$ cat src/rtl/motor_pkg.sv
// motor_pkg: shared types and helpers for the motor PWM driver.
//   SPEED_W      width of speed words and of the shared period counter
//   speed_t      duty / counter word
//   chan_state_t per-channel H-bridge state (IDLE, DRIVE, DEAD)
//   clamp_speed  saturates a requested duty to the PWM period
package motor_pkg;

  localparam int SPEED_W = 21;

  typedef logic [SPEED_W-1:0] speed_t;

  typedef enum logic [1:0] {
    IDLE  = 2'd0,
    DRIVE = 2'd1,
    DEAD  = 2'd2
  } chan_state_t;

  function automatic speed_t clamp_speed(input speed_t req, input speed_t limit);
    return (req > limit) ? limit : req;
  endfunction

endpackage

$ cat src/rtl/pwm_channel.sv
// pwm_channel: one H-bridge channel (left or right wheel).
// Holds the shadowed duty, the direction/dead-time FSM and the registered
// bridge outputs. Inputs are only sampled on the boundary strobe, so a
// whole PWM period always runs with one duty and one direction.
//
// Optional build macro: MOTOR_RAMP_EN -- effective duty slews toward the
// clamped target by at most RAMP_STEP per period and restarts from 0 after
// a reversal or disable. Without it the clamped target applies at once.
//
// Ports:
//   clk, reset_n  clock, asynchronous active-low reset
//   enable        1 = may drive; 0 = immediate coast and return to IDLE
//   boundary      high in the last counter cycle of each period
//   counter       shared period counter (0..PERIOD-1)
//   speed         requested duty in clk cycles
//   dir           requested direction, 1 = forward
//   in_a, in_b    registered bridge inputs (never both high)
//   busy          registered, high while the channel sits in DEAD
module pwm_channel
  import motor_pkg::*;
#(
  parameter int PERIOD       = 50000,
  parameter int DEAD_PERIODS = 2,
  parameter int RAMP_STEP    = 500
) (
  input  logic               clk,
  input  logic               reset_n,
  input  logic               enable,
  input  logic               boundary,
  input  logic [SPEED_W-1:0] counter,
  input  logic [SPEED_W-1:0] speed,
  input  logic               dir,
  output logic               in_a,
  output logic               in_b,
  output logic               busy
);

  localparam speed_t PERIOD_W = speed_t'(PERIOD);
  localparam int     DEAD_W   = (DEAD_PERIODS < 2) ? 1 : $clog2(DEAD_PERIODS + 1);

  chan_state_t       state;
  logic              active_dir;
  speed_t            duty;
  logic [DEAD_W-1:0] dead_cnt;

  speed_t target;
  speed_t duty_step;   // duty to load when the channel keeps/starts driving
  speed_t duty_stop;   // duty to load when the channel leaves DRIVE
  logic   pwm;

  assign target = clamp_speed(speed, PERIOD_W);
  assign pwm    = (counter < duty);

`ifdef MOTOR_RAMP_EN
  localparam logic [SPEED_W:0] STEP = (SPEED_W + 1)'(RAMP_STEP);

  // Move cur toward tgt by at most STEP; one extra bit keeps the sums from
  // wrapping near the top of the speed range.
  function automatic speed_t ramp_toward(input speed_t cur, input speed_t tgt);
    logic [SPEED_W:0] up;
    logic [SPEED_W:0] floor_lim;
    up        = {1'b0, cur} + STEP;
    floor_lim = {1'b0, tgt} + STEP;
    if (cur < tgt)
      return (up >= {1'b0, tgt}) ? tgt : up[SPEED_W-1:0];
    else if ({1'b0, cur} > floor_lim)
      return cur - STEP[SPEED_W-1:0];
    else
      return tgt;
  endfunction

  assign duty_step = ramp_toward(duty, target);
  // A stopped channel restarts its ramp from zero.
  assign duty_stop = '0;
`else
  assign duty_step = target;
  assign duty_stop = duty;
`endif

  // NOTE: every register here is updated with <= so all of them see the
  // pre-edge values of state/duty/active_dir; blocking writes would let the
  // outputs pick up this cycle's state change one cycle too early.
  always_ff @(posedge clk or negedge reset_n) begin
    if (!reset_n) begin
      state      <= IDLE;
      active_dir <= 1'b1;
      duty       <= '0;
      dead_cnt   <= '0;
      in_a       <= 1'b0;
      in_b       <= 1'b0;
      busy       <= 1'b0;
    end else begin
      // Outputs are gated by state and direction, so in_a and in_b can
      // never be high together.
      in_a <= enable && (state == DRIVE) &&  active_dir && pwm;
      in_b <= enable && (state == DRIVE) && !active_dir && pwm;
      busy <= enable && (state == DEAD);

      if (!enable) begin
        state    <= IDLE;
        dead_cnt <= '0;
        duty     <= duty_stop;
      end else if (boundary) begin
        case (state)
          IDLE: begin
            // Nothing was driving, so no dead interval is needed.
            state      <= DRIVE;
            active_dir <= dir;
            duty       <= duty_step;
          end
          DRIVE: begin
            if (dir != active_dir) begin
              state    <= DEAD;
              dead_cnt <= DEAD_W'(DEAD_PERIODS);
              duty     <= duty_stop;
            end else begin
              duty <= duty_step;
            end
          end
          DEAD: begin
            // Counts whole periods; a direction flipping back meanwhile does
            // not shorten the coast. Exit takes the direction sampled now.
            if (dead_cnt <= DEAD_W'(1)) begin
              state      <= DRIVE;
              dead_cnt   <= '0;
              active_dir <= dir;
              duty       <= duty_step;
            end else begin
              dead_cnt <= dead_cnt - DEAD_W'(1);
            end
          end
          default: state <= IDLE;
        endcase
      end
    end
  end

endmodule

$ cat src/rtl/motor_pwm_driver.sv
// motor_pwm_driver: dual H-bridge PWM stage between the line-following
// direction controller and the motor driver pins.
// Owns the shared period counter and period_start pulse and feeds both
// wheel channels with the same counter and boundary strobe.
//
// Optional build macro: MOTOR_RAMP_EN (duty slew limiting, see pwm_channel).
//
// Ports:
//   clk, reset_n           clock, asynchronous active-low reset
//   enable                 1 = drive motors, 0 = forced coast
//   left/right_motor_speed requested duty in clk cycles (clamped to PERIOD)
//   left/right_motor       direction, 1 = forward
//   left/right_in_a/in_b   registered bridge inputs
//   period_start           one-cycle pulse while the counter is 0
//   busy_reversing         {right,left}, high while that channel is in DEAD
module motor_pwm_driver
  import motor_pkg::*;
#(
  parameter int PERIOD       = 50000,
  parameter int DEAD_PERIODS = 2,
  parameter int RAMP_STEP    = 500
) (
  input  logic               clk,
  input  logic               reset_n,
  input  logic               enable,
  input  logic [SPEED_W-1:0] left_motor_speed,
  input  logic [SPEED_W-1:0] right_motor_speed,
  input  logic               left_motor,
  input  logic               right_motor,
  output logic               left_in_a,
  output logic               left_in_b,
  output logic               right_in_a,
  output logic               right_in_b,
  output logic               period_start,
  output logic [1:0]         busy_reversing
);

  localparam speed_t LAST = speed_t'(PERIOD - 1);

  speed_t counter;
  logic   boundary;

  assign boundary = (counter == LAST);

  // period_start is registered from the wrap condition so it is high in
  // exactly the cycle where the counter reads 0.
  always_ff @(posedge clk or negedge reset_n) begin
    if (!reset_n) begin
      counter      <= '0;
      period_start <= 1'b0;
    end else begin
      counter      <= boundary ? '0 : counter + speed_t'(1);
      period_start <= boundary;
    end
  end

  pwm_channel #(
    .PERIOD       (PERIOD),
    .DEAD_PERIODS (DEAD_PERIODS),
    .RAMP_STEP    (RAMP_STEP)
  ) u_left (
    .clk      (clk),
    .reset_n  (reset_n),
    .enable   (enable),
    .boundary (boundary),
    .counter  (counter),
    .speed    (left_motor_speed),
    .dir      (left_motor),
    .in_a     (left_in_a),
    .in_b     (left_in_b),
    .busy     (busy_reversing[0])
  );

  pwm_channel #(
    .PERIOD       (PERIOD),
    .DEAD_PERIODS (DEAD_PERIODS),
    .RAMP_STEP    (RAMP_STEP)
  ) u_right (
    .clk      (clk),
    .reset_n  (reset_n),
    .enable   (enable),
    .boundary (boundary),
    .counter  (counter),
    .speed    (right_motor_speed),
    .dir      (right_motor),
    .in_a     (right_in_a),
    .in_b     (right_in_b),
    .busy     (busy_reversing[1])
  );

endmodule

$ cat config.mk
export PLATFORM = sky130hd
export DESIGN_NAME = motor_pwm_driver
export DESIGN_NICKNAME = d
export VERILOG_FILES = /design/src/rtl/motor_pkg.sv /design/src/rtl/pwm_channel.sv /design/src/rtl/motor_pwm_driver.sv
export SDC_FILE = /design/constraint.sdc
export NUM_CORES = 1
export LEC_CHECK = 0
export CAP_MARGIN = 10
export CORE_AREA = 4 4 125 127
export CTS_BUF_LIST = sky130_fd_sc_hd__clkbuf_8 sky130_fd_sc_hd__clkbuf_16
export CTS_CLUSTER_SIZE = 24
export DETAILED_ROUTE_END_ITERATION = 16
export DIE_AREA = 0 0 129 131
export PLACE_DENSITY = 0.58
export RECOVER_POWER = 50
export SLEW_MARGIN = 10
export SYNTH_ARGS = -nofsm -noshare
export SYNTH_HDL_FRONTEND = slang
export SYNTH_SLANG_ARGS = --single-unit
export TNS_END_PERCENT = 10
$ cat constraint.sdc
create_clock -name clk -period 2.13 [get_ports clk]
set_input_delay 0.426 -clock clk [delete_from_list [all_inputs] [get_ports clk]]
set_output_delay 0.426 -clock clk [all_outputs]
set_load 0.03 [all_outputs]
# After elaboration in Yosys (flattened, before gate mapping)
# Index checks and enable logic that the tools add are counted.
# word_totals
mem_count	0
register_bits	80
rom_bits	0
mem_bits_rw	0
output_inout_bits	7
latchBits	0
# classes
magnitude_cmp	6
bitwise_logic	0
shift	0
multipliers	0
eq_ne	18
n_mux	31
reduce_logical	28
div	0
addsub	3
# op_table
cell	count
two-way mux 21 bit	7
one-hot mux 21 bit (3 select lines)	2
> comparator 21 x 16 -> 1 bit (second input constant)	2
< comparator 21 bit	2
two-way mux 2 bit	14
adder 21 x 1 -> 21 bit (second input constant)	1
== test 21 x 16 -> 1 bit (second input constant)	1
logical AND 1 bit	12
inequality test 3 bit (second input constant)	4
one-hot mux 2 bit (3 select lines)	2
AND reduction 3 bit	4
AND reduction 5 bit	2
inequality test 2 bit (second input constant)	4
one-hot mux 2 bit (2 select lines)	2
AND reduction 4 bit	2
inequality test 3 x 1 -> 1 bit (second input constant)	2
nonzero test 3 bit	2
== test 2 x 1 -> 1 bit (second input constant)	2
== test 2 bit (second input constant)	2
<= comparator 2 x 1 -> 1 bit (second input constant)	2
zero test 2 bit	2
one-hot mux 1 bit (2 select lines)	2
nonzero test 2 bit	2
subtractor 2 x 1 -> 2 bit (second input constant)	2
other kinds (4)	7

# Logic depth before layout (Yosys ltp)
# Gate-level depths: netlist of run 1.
# logic_depth
word_depth	5
mapped_depth	9

# Modules after synthesis
# A second synthesis of run 1 with hierarchy kept.
# unflattened
hier_cells	442
hier_area_um2	4418.0
# modules_own_cells
mod	instances	seq_area_each_um2	cells_each	area_per_inst_um2
pwm_channel	2	726.9	176	1701.6
motor_pwm_driver	1	550.5	90	1014.7

# Worst setup path before layout of run 1
# Ideal clock, no wire load.
# synth_path
kind	register to register
start	register counter[18]
end	register u_left.active_dir
setup_ns	0.085
path_slack_ns	0.078
path_stages_with_launch	7
synth_period_minus_slack_ns	2.052
t_arrival_ns	1.967
cell_sequence	dfrtp_1 > or3_1 > or2_1 > or3_1 > buf_4 > nor3_2 > mux2_1
# synth_between
elab_chain_len	2
# synth_lines
item	line_no	text
start, declared	motor_pwm_driver.sv:40	speed_t counter;
start signal, assigned	motor_pwm_driver.sv:52	counter <= boundary ? '0 : counter + speed_t'(1);
== test 21 x 16 -> 1 bit	motor_pwm_driver.sv:43	assign boundary = (counter == LAST);
AND reduction 4 bit (no line)	-	
end signal, assigned	pwm_channel.sv:108	active_dir <= dir;
end signal, assigned	pwm_channel.sv:126	active_dir <= dir;
end, declared	pwm_channel.sv:42	logic active_dir;
# Every way passes these cells.
# A chain may end at the register's enable or synchronous reset.

# Worst setup path in the final report of run 1
# layout_path
start	register counter[20]
end	register u_left.dead_cnt[1]
# layout_between
elab_chain_len	3
# layout_lines
item	line_no	text
== test 21 x 16 -> 1 bit	motor_pwm_driver.sv:43	
inequality test 2 x 1 -> 1 bit (no line)	-	
AND reduction 3 bit (no line)	-	
end signal, assigned	pwm_channel.sv:114	dead_cnt <= DEAD_W'(DEAD_PERIODS);
end signal, assigned	pwm_channel.sv:129	dead_cnt <= dead_cnt - DEAD_W'(1);
end, declared	pwm_channel.sv:44	logic [DEAD_W-1:0] dead_cnt;
# Every way passes these cells.

==> impl_metrics.tcl, run 1 <==
set metrics [dict create \
    cp-end-kind "register" \
    first_iter_violations 186 \
    drive_gt1_share_pct 12.8 \
    grt_pass1_vias 3575 \
    drc 0 \
    setup.worst_path.class "register to register" \
    cap_violations 0 \
    clkLatencyLatePin_ns 0.33 \
    pre_cts_slack_ns 0.000938 \
    fillers 1417 \
    crit_top_cell "or3_1" \
    hpwl_um 8150 \
    critPathArrivalTime_ns 2.32 \
    stdcell_count 755 \
    cts.root.buffer_cell "clkbuf_16" \
    cp-start-kind "register" \
    place.gp.congestion 0.810 \
    rows 44 \
    fin_nets 657 \
    ioPinCount 54 \
    postCtsSetupBuffers 0 \
    worstMarginPinSlew_ns 0.863 \
    p_total_uw 3090 \
    leakagePower_uw 0.00283 \
    synth.area.top_cells "dfrtp_1 44%, ha_1 12%, inv_1 4.7%, nor2_1 3.6%, a21oi_1 3.5%" \
    die_h_um 131 \
    antenna_cells 0 \
    hold_viol 0 \
    critPathMaxFanout 5 \
    syn_area_sq_um 4450 \
    slew_headroom_pct 42.5 \
    track_usage_pct 12.7 \
    synthArstFlopShare_pct 100 \
    finalMaxSlewViolations 0 \
    status "finished clean" \
    seqCellArea_sq_um 2000 \
    cts_buffers 9 \
    ant_nets 0 \
    grt_pass1_wl_um 17200 \
    yosysSeqAreaShare_pct 45.1 \
    fin_area_sq_um 5750 \
    multiInputGateArea_sq_um 2150 \
    path_cells "or3_1 > or2_1 > or3_1 > buf_4 > clkinv_2 > a21oi_1 > nor3b_2" \
    cts_buffer_depth 2 \
    p_per_area_nw_per_um2 537 \
    period_share_pct 97.3 \
    htreeDepth 3 \
    finalSetupTns_ns 0 \
    synthTopCellsByCount "78 x dfrtp_1, 56 x inv_1, 43 x nor2_1" \
    synth-edff-count 0 \
    dieArea_sq_um 16900 \
    finalSetupViolations 0 \
    vias 3570 \
    start_util_pct 30.8 \
    grt_max_degree 37 \
    clk_pin_slew_ns 0.06 \
    cts_tree "built" \
    min_path_type "input port to asynchronous set/reset pin" \
    avgSynthCellArea_sq_um 9.31 \
    grt-ovfl-total 0 \
    worstPathRequired_ns 2.38 \
    dpl.cell_count 742 \
    ys.flop_type "dfrtp_1" \
    period_needed_ns 2.07 \
    yosysUniqueCellTypes 48 \
    avgViaCountPerCell 4.73 \
    cts.sinks 80 \
    synthToLayoutAreaGrowth_pct 29.3 \
    crit_slowest_cell "dfrtp_1" \
    synth_warnings 0 \
    portBuffers 53 \
    fin_skew_ns 0.00890 \
    syn-num-nets 566 \
    core_sq_um 14400 \
    synth_top_area_cell "dfrtp_1" \
    routed_wl_um 10200 \
    netlist_instances 478 \
    die_w_um 129 \
    synth_top_area_share_pct 43.9 \
    fmax_ghz 0.483 \
    setup_slack_ns 0.0576 \
    post-synth-top-count-cell "dfrtp_1" \
    cpPeakStageDelay_ns 0.44 \
    place_area_sq_um 5490 \
    antenna_found_initial 0 \
    synth.ff_latch_count 80 \
    wl_per_cell_um 13.5 \
    dr.pass1.iters 4 \
    ir_worst_vdd_mv 0.355 \
]
[critical path: cells and delay by family (launching register included)]
family                 cells  cell delay, ns
AND/OR/NAND/NOR            4            1.18
flip-flops                 1            0.44
buffers and inverters      2            0.28
AO/OA/AOI/OAI              1            0.09
[metrics by stage]
step / hold WS [ns] / util, %
after global routing: 0.304 / 39.9
final: 0.200 / 39.9
after detailed placement: 0.409 / 38.0
after floorplan: 0.130 / -
after CTS: 0.0532 / 39.9
after global placement: 0.402 / 38.0
[layout make-up]
cell class | count | area share (%)
clock buffers | 11 | 4.40
clock inverters | 2 | 0.152
inverters | 57 | 3.74
multi-input cells | 323 | 37.3
flip-flops and latches | 80 | 34.9
well taps | 184 | 4.00
repair buffers | 98 | 15.5
[report_power, final]
group          switching (uW)  internal, uW  total, uW
clock network             565           827       1390
registers                1.20          1520       1520
logic                    73.2          97.5        171
[cells in the final DEF, fill, tap and decap left out, drive strengths merged, types with 3 or more instances in the layout]
master / Yosys / final
clkdlybuf4s50: 0 / 52
nor3: 17 / 17
nor2b: 4 / 4
nand4: 13 / 13
a211oi: 3 / 3
xor2: 12 / 12
a31o: 6 / 6
inv: 56 / 57
nand2: 25 / 25
ha: 41 / 41
nor2: 43 / 43
buf: 11 / 42
nor3b: 6 / 6
o21ai: 28 / 28
and2: 3 / 3
clkbuf: 7 / 15
dfrtp: 78 / 78
a31oi: 9 / 9
xnor2: 7 / 7
nor4: 7 / 7
a21o: 7 / 7
a21oi: 31 / 31
and3: 4 / 4
nand3: 31 / 31
[sequential cells by signal (all words and copies together), names as in the netlist]
register	count
u_left.dead_cnt	2
u_right.in_a	1
u_left.state	2
u_left.in_b	1
u_left.busy	1
u_left.active_dir	1
u_right.in_b	1
u_right.active_dir	1
u_left.duty	21
counter	21
u_right.state	2
u_left.in_a	1
u_right.duty	21
u_right.busy	1
period_start	1
u_right.dead_cnt	2
[logic make-up (layout without fill, tap and decap cells)]
family,after synthesis,in the layout,synth area share (%)
fa+ha+maj,41,41,11.5
compound gates,94,94,12.8
flops,80,80,45.1
simple gates,166,166,19.2
buf+inv,75,168,6.95
mux,3,3,0.731
xor+xnor,19,19,3.74
[path summary, 6_finish.rpt]
kind	slack, ns	startpoint	depth (start not counted)	end
max in group asynchronous	0.87	reset_n	2	period_start
min in group clk	0.48	u_left.duty[0]	2	u_left.duty[0]
worst min register to register	0.48	u_left.duty[0]	2	u_left.duty[0]
worst min-delay path	0.20	reset_n	1	u_left.busy
worst max register to register	0.06	counter[20]	7	u_left.dead_cnt[1]
worst max-delay path	0.06	counter[20]	7	u_left.dead_cnt[1]
[what timing repair did]
item | in CTS | in global routing
endpoints found under the setup margin | 0 | 4
hold buffers | 0 | 0
resized for setup | 0 | 3
[metal layers]
layer | global-route usage (%) | part of all wire [%] | wire length (um)
met1 | 17.2 | 50 | 5060
met2 | 20.7 | 46 | 4670
met3 | 2.03 | 3.5 | 360
met4 | 4.45 | 1.2 | 125
met5 | 0 | 0 | 0
Note: power is estimated with default switching activity, not from simulation.
==> run 2, diff against run 1 <==
--- a/config.mk
+++ b/config.mk
@@ -13,7 +13,7 @@
 export DIE_AREA = 0 0 129 131
 export PLACE_DENSITY = 0.58
 export RECOVER_POWER = 50
-export SLEW_MARGIN = 10
+export SLEW_MARGIN = 5
 export SYNTH_ARGS = -nofsm -noshare
 export SYNTH_HDL_FRONTEND = slang
 export SYNTH_SLANG_ARGS = --single-unit
==> results of run 2 <==
The final DEF is identical to that of run 1; final timing and power are the same.
